## src/rtl/fetch_pc_stage.sv

```systemverilog
// Instruction-fetch stage: PC register, stall/redirect handling, IF/ID pipeline
// register and saturating fetch/stall performance counters.
module fetch_pc_stage #(
  parameter logic [63:0] RESET_VECTOR = 64'h0000_0000_0000_0000,
  parameter logic [31:0] NOP_INSTR    = 32'h0000_0013
) (
  input  logic        clk,
  input  logic        rst_n,
  input  logic [63:0] pc_plus4_i,
  input  logic        stall_i,
  input  logic        redirect_i,
  input  logic [63:0] redirect_target_i,
  input  logic [31:0] instr_i,
  output logic [63:0] pc_o,
  output logic [63:0] if_id_pc_o,
  output logic [63:0] if_id_pc_plus4_o,
  output logic [31:0] if_id_instr_o,
  output logic        if_id_valid_o,
  output logic        misalign_o,
  output logic [31:0] fetch_cnt_o,
  output logic [31:0] stall_cnt_o
);

  typedef enum logic {BOOT, RUN} state_e;

  state_e      state_q, state_d;
  logic [63:0] pc_q, pc_d;
  logic [63:0] if_id_pc_q, if_id_pc_d;
  logic [63:0] if_id_pc_plus4_q, if_id_pc_plus4_d;
  logic [31:0] if_id_instr_q, if_id_instr_d;
  logic        if_id_valid_q, if_id_valid_d;
  logic        misalign_q, misalign_d;
  logic [31:0] fetch_cnt_q, fetch_cnt_d;
  logic [31:0] stall_cnt_q, stall_cnt_d;

  always_ff @(posedge clk) begin
    if (!rst_n) begin
      state_q          <= BOOT;
      pc_q             <= RESET_VECTOR;
      if_id_pc_q       <= 64'd0;
      if_id_pc_plus4_q <= 64'd0;
      if_id_instr_q    <= NOP_INSTR;
      if_id_valid_q    <= 1'b0;
      misalign_q       <= 1'b0;
      fetch_cnt_q      <= 32'd0;
      stall_cnt_q      <= 32'd0;
    end else begin
      state_q          <= state_d;
      pc_q             <= pc_d;
      if_id_pc_q       <= if_id_pc_d;
      if_id_pc_plus4_q <= if_id_pc_plus4_d;
      if_id_instr_q    <= if_id_instr_d;
      if_id_valid_q    <= if_id_valid_d;
      misalign_q       <= misalign_d;
      fetch_cnt_q      <= fetch_cnt_d;
      stall_cnt_q      <= stall_cnt_d;
    end
  end

  always_comb begin
    state_d          = state_q;
    pc_d             = pc_q;
    if_id_pc_d       = if_id_pc_q;
    if_id_pc_plus4_d = if_id_pc_plus4_q;
    if_id_instr_d    = if_id_instr_q;
    if_id_valid_d    = if_id_valid_q;
    misalign_d       = 1'b0;
    fetch_cnt_d      = fetch_cnt_q;
    stall_cnt_d      = stall_cnt_q;

    unique case (state_q)
      // No EX instruction exists yet, so stall/redirect are meaningless here.
      BOOT: state_d = RUN;
      RUN: begin
        if (redirect_i) begin
          pc_d             = {redirect_target_i[63:2], 2'b00};
          if_id_pc_d       = 64'd0;
          if_id_pc_plus4_d = 64'd0;
          if_id_instr_d    = NOP_INSTR;
          if_id_valid_d    = 1'b0;
          misalign_d       = |redirect_target_i[1:0];
        end else if (stall_i) begin
          if (stall_cnt_q != 32'hFFFF_FFFF) stall_cnt_d = stall_cnt_q + 32'd1;
        end else begin
          pc_d             = pc_plus4_i;
          if_id_pc_d       = pc_q;
          if_id_pc_plus4_d = pc_plus4_i;
          if_id_instr_d    = instr_i;
          if_id_valid_d    = 1'b1;
          if (fetch_cnt_q != 32'hFFFF_FFFF) fetch_cnt_d = fetch_cnt_q + 32'd1;
        end
      end
      default: state_d = BOOT;
    endcase
  end

  assign pc_o             = pc_q;
  assign if_id_pc_o       = if_id_pc_q;
  assign if_id_pc_plus4_o = if_id_pc_plus4_q;
  assign if_id_instr_o    = if_id_instr_q;
  assign if_id_valid_o    = if_id_valid_q;
  assign misalign_o       = misalign_q;
  assign fetch_cnt_o      = fetch_cnt_q;
  assign stall_cnt_o      = stall_cnt_q;

endmodule

```

## config.mk

```make
export PLATFORM = sky130hd
export DESIGN_NAME = fetch_pc_stage
export DESIGN_NICKNAME = d
export VERILOG_FILES = /design/src/rtl/fetch_pc_stage.sv
export SDC_FILE = /design/constraint.sdc
export NUM_CORES = 1
export LEC_CHECK = 0
export ABC_AREA = 1
export BUFFER_PORTS_ARGS = -buffer_cell sky130_fd_sc_hd__buf_2
export CAP_MARGIN = 20
export CORE_MARGIN = 2
export CORE_UTILIZATION = 40
export CTS_CLUSTER_SIZE = 25
export DETAILED_ROUTE_END_ITERATION = 6
export HOLD_SLACK_MARGIN = 0.06
export PLACE_DENSITY = 0.64
export SLEW_MARGIN = 15
export SYNTH_ARGS = -nofsm -noshare
export SYNTH_HDL_FRONTEND = slang
export SYNTH_SLANG_ARGS = --single-unit
```

## constraint.sdc

```tcl
create_clock -name clk -period 1.95 [get_ports clk]
set_clock_uncertainty 0.05 [all_clocks]
set_input_delay 0.0975 -clock clk [delete_from_list [all_inputs] [get_ports clk]]
set_output_delay 0.0975 -clock clk [all_outputs]
set_load 0.05 [all_outputs]
```

* Yosys cells after proc, flatten, opt, wreduce, memory -nomap -nowiden *
Index checks and enable logic that the tools add are counted.

cells by class
  add/subtract/negate cells = 2
  eq/ne operators = 3
  muxes and demuxes = 10
  bitwise gates (word level) = 2
  reductions and logical operators = 5

operators with widths
  cell                                                                     count
  64-bit two-way mux                                                       5
  32-bit by 1-bit adder with 32-bit output, second input constant          2
  32-bit two-way mux                                                       2
  32-bit inequality test, second input constant                            2
  4-bit AND reduction                                                      2
  1-bit two-way mux                                                        3
  3-bit AND reduction                                                      1
  2-bit by 1-bit inequality test with 1-bit output, second input constant  1
  1-bit NOT                                                                2
  2-bit AND reduction                                                      1
  2-bit OR reduction                                                       1

word-level totals
  bits in registers = 291
  bits of input ports = 164
  output and inout port bits = 290
  logic and storage cells = 31

* Logic depth before layout (Yosys ltp) *
  depth in word-level cells = 2
  gate-level depth with buffers = 11
  depth with buffers taken out = 10

* Worst setup path after synthesis *
No wires, ideal clock.

  path type = register -> register
  start point = register fetch_cnt_q[1], in the netlist fetch_cnt_o[1]
  end point = register fetch_cnt_q[22], in the netlist fetch_cnt_o[22]
  library setup time = 128 ps
  arrival = 1881 ps
  data required time = 1772 ps
  setup slack = -109 ps
  stages on the path, launching flop included = 12
  path buffers = 1
  clock period less this slack = 2059 ps
  cell sequence = dfxtp_1 > ha_1 > inv_1 > nor2_4 > nand2_4 > nor2_8 > nand2_4 > buf_6 > nand3_1 > nand2_1 > nand2_1 > nor2_1

on the way
  longest elaborated chain between the ends = 2
  elaborated cells on any way between the ends = 3
  those cells by class = add/sub: 1; eq/ne: 1; reduce/logical: 1

RTL lines
  item                                                                              RTL line  source
  start: declaration                                                                33        logic [31:0] fetch_cnt_q, fetch_cnt_d;
  start signal: assignment                                                          55        fetch_cnt_q <= fetch_cnt_d;
  branches (longest 2 deep; another with 32-bit by 1-bit adder with 32-bit output)  --

Several ways; the timed one is not identified.
A chain may end at the register's enable or synchronous reset.

* Worst setup path after layout *
  start point = register fetch_cnt_q[0], in the netlist fetch_cnt_o[0]
  end point = register fetch_cnt_q[0], in the netlist fetch_cnt_o[0]

Same word-level chain as after synthesis.

==> impl_results.md <==
* Switching power at 4000 uW
* Initial DRC Count at 784
* CP Class: reg2reg
* Chip height at 178 um
* Final core occ at 59.6%
* Ys flop type: dfxtp_1
* Number of enable flip-flop cells after synthesis at 0
* Row count at 63
* Cell mode on critical path: nand2_4
* Wirelength per Cell at 16.6 um
* Via/cell ratio at 5.03
* FFs w/ async S/R, synth at 0%
* Aggregate global routing overflow at 0
* Antenna Nets Post-Route at 0
* Status: completed
* Startpoint Class: flop
* Avg Cell Area, Syn at 7.17 um^2
* Total wire length at 45.1 mm
* Tmin final at 1820 ps
* Max transition margin at 36.3%
* Hold Path Class: in2reg
* Share of cells above drive strength 1 at 26.5%
* Highest Clock Rate at 551 MHz
* RR Startpoint: fetch_cnt_o[0]
* Yosys warnings at 0
* Number of global-route vias before repair at 12.8k
* Seq pwr share at 41.9%
* Pleak at 0.00781 uW
* Core Area at 0.0297 mm^2
* Critical Path, Cell by Cell: ha_1, inv_1, nor2_4, nand2_4, nor2_8, buf_4, nand2_4, nand2_8, o21ai_0, a21oi_1
* CTS tree: done
* Netlist cell types at 33
* Pin count of the biggest net entering global routing at 90
* Clock power share at 44.7%
* Area post-placement at 0.0149 mm^2
* Critical Path RT at 2340 ps
* Final setup viols at 0
* Htree depth at 2
* CP Launch Point: fetch_cnt_o[0]
* Yosys reg bits at 289
* CP max-delay cell: dfxtp_2
* Vias at 13.6k
* Worst Path Buf+Inv at 2
* Mapped Nets at 1850
* Final max-slew violation count at 0
* Setup bufs post-CTS at 0
* Clk sinks at 289
* Initial antenna violation count at 4
* Port bufs at 453
* Worst setup EP type: flop
* Maximum VDD drop at 0.698 mV
* Routability cong. at 0.913
* I/O pin count at 454
* DR pass1 iterations at 5
* Maximum capacitance violations at 0
* First-pass GRT wire length at 68.3 mm
* # fillers at 2737
* # nets final at 2459
* Root Buffer: clkbuf_16
* Clk buf depth at 3
* Pint at 10800 uW
* RSZ-0062 raised after global routing: no
* Worst Path Arrival at 2210 ps
* P&R area growth vs syn at 46.7%
* Cts bufs inserted at 34
* GR Util All Layers at 27.2%
* Clk_lat worst skew at 520 ps
* PwrDens at 838 mW/mm^2
* Slew @ Worst Pin at 956 ps
* Hold Vio Cnt, Final at 0
* Syn Std Cell Area at 0.0121 mm^2
* Final instance area at 0.0177 mm^2
* HPWL after DPL at 30.8 mm
* Die W at 178 um
* Seq/Total Area, Yosys at 47.9%
* Clk slew on worst S/H paths at 60 ps
* Initial Util at 40.6%
* DRC Markers at 0
* Worst hold start: redirect_i
* Crit-path max cell delay at 330 ps
* Crit-path leading delay family: simple AND/OR/NAND/NOR gates
* Net Sw Frac at 27.0%
* Combinational share of power at 13.4%
* Fin crit share at 93.1%
* Die area at 0.0316 mm^2
* Worst Path Max Fanout at 18
* Cells after Synth at 1684
-- registers in the layout, summed over array words and instances (netlist names) --
name and count:
if_id_instr_o 32, stall_cnt_o 32, misalign_o 1, fetch_cnt_o 32, if_id_valid_o 1, pc_o 64
if_id_pc_o 64, state_q 1, if_id_pc_plus4_o 62
-- synth_stat cells, types with 4 or more instances --
library cell / instances / area (um^2)
buf_6: 4 / 45.0
a21oi_2: 11 / 96.3
nand2_2: 7 / 43.8
nor2_2: 5 / 31.3
nand3_1: 50 / 250
xnor2_1: 4 / 35.0
clkbuf_1: 42 / 158
inv_2: 6 / 22.5
nor2_1: 144 / 541
inv_1: 56 / 210
buf_4: 10 / 75.1
nand4_1: 9 / 56.3
buf_2: 41 / 205
nor3_1: 7 / 35.0
nand3b_1: 7 / 52.6
a31oi_1: 62 / 388
nand2_1: 652 / 2450
xor2_1: 8 / 70.1
dfxtp_1: 289 / 5790
o21bai_1: 9 / 67.6
a21oi_1: 191 / 956
nor2_4: 5 / 56.3
o21ai_0: 44 / 220
-- path summary, 6_finish.rpt --
path | endpoint | slack [ps] | cells past startpoint
max reg2reg | fetch_cnt_o[0] | 130 | 10
max | fetch_cnt_o[0] | 130 | 10
min reg2reg | if_id_instr_o[17] | 410 | 2
min | pc_o[14] | 70 | 3
-- per-stage QoR --
stage / hold slack, ps / total power [uW] / instances / setup TNS [ps] / setup WS (ps)
floorplan: 75.2 / 7450 / 1684 / 0 / 42.5
global placement: 266 / 8030 / 2484 / -1010 / -147
detailed placement: 268 / 8040 / 2484 / -1380 / -115
CTS: 61.9 / 14900 / 2706 / 0 / 116
global route: 102 / 15300 / 2710 / 0 / 11.1
finish: 68.0 / 14800 / 2710 / 0 / 135
-- kinds of logic after synthesis --
| logic type | synth area share (%) |
|---|---|
| xor+xnor | 0.871 |
| simple gates | 30.3 |
| flops | 47.9 |
| fa+ha+maj | 0.207 |
| compound gates | 14.6 |
| buf+inv | 6.15 |
-- timing repair --
action	CTS	global route
pin swaps	0	1
cloned	0	1
hold endpoints to repair	160	0
resized for setup	1	8
setup endpoints to repair	19	20
hold buffers	162	0
-- tightest hold or removal path: cells and delay by family --
kind	cells	cell delay, ps
buffers and inverters	1	170
AO/OA/AOI/OAI	1	110
AND/OR/NAND/NOR	1	190
-- per-layer routing --
metal  vias up  routed length [um]  part of all wire (%)  global-route usage, %
met5         -                  13                 0.029                      0
met4         2                1400                   3.1                   9.56
met3        90                3450                   7.7                   6.11
met2       562               21900                    49                   47.5
met1      6291               18300                    41                   32.6
li1       6682                   -                     -                      -
-- power by group through the flow --
stage / combinational (uW) / sequential, uW / clock [uW]
global placement: 1710 / 6330 / 0
floorplan: 541 / 6910 / 0
global route: 2120 / 6230 / 6980
finish: 1990 / 6210 / 6630
detailed placement: 1710 / 6330 / 0
CTS: 1970 / 6210 / 6740
-- layout make-up --
cell class	instances	area, um^2	area share (%)
clock buffer	54	1090	6.16
sequential	289	5790	32.7
tap	390	488	2.76
timing repair buffer	670	4410	24.9
clock inverter	6	86.3	0.488
inverter	63	249	1.41
multi-input combinational	1235	5580	31.5
antenna	3	7.51	0.0424
-- layout by cell type (no fill, tap or decap), types with 8 or more instances in the layout --
| master | n |
|---|---|
| a21oi_1 | 190 |
| a21oi_2 | 12 |
| a31oi_1 | 62 |
| buf_12 | 8 |
| buf_2 | 453 |
| buf_4 | 46 |
| clkbuf_16 | 37 |
| clkbuf_8 | 10 |
| dfxtp_1 | 283 |
| dlygate4sd3_1 | 162 |
| inv_1 | 55 |
| nand2_1 | 651 |
| nand3_1 | 50 |
| nand4_1 | 9 |
| nor2_1 | 144 |
| o21ai_0 | 44 |
| o21bai_1 | 9 |
| xor2_1 | 8 |
Power figures use the tool's default switching activity.
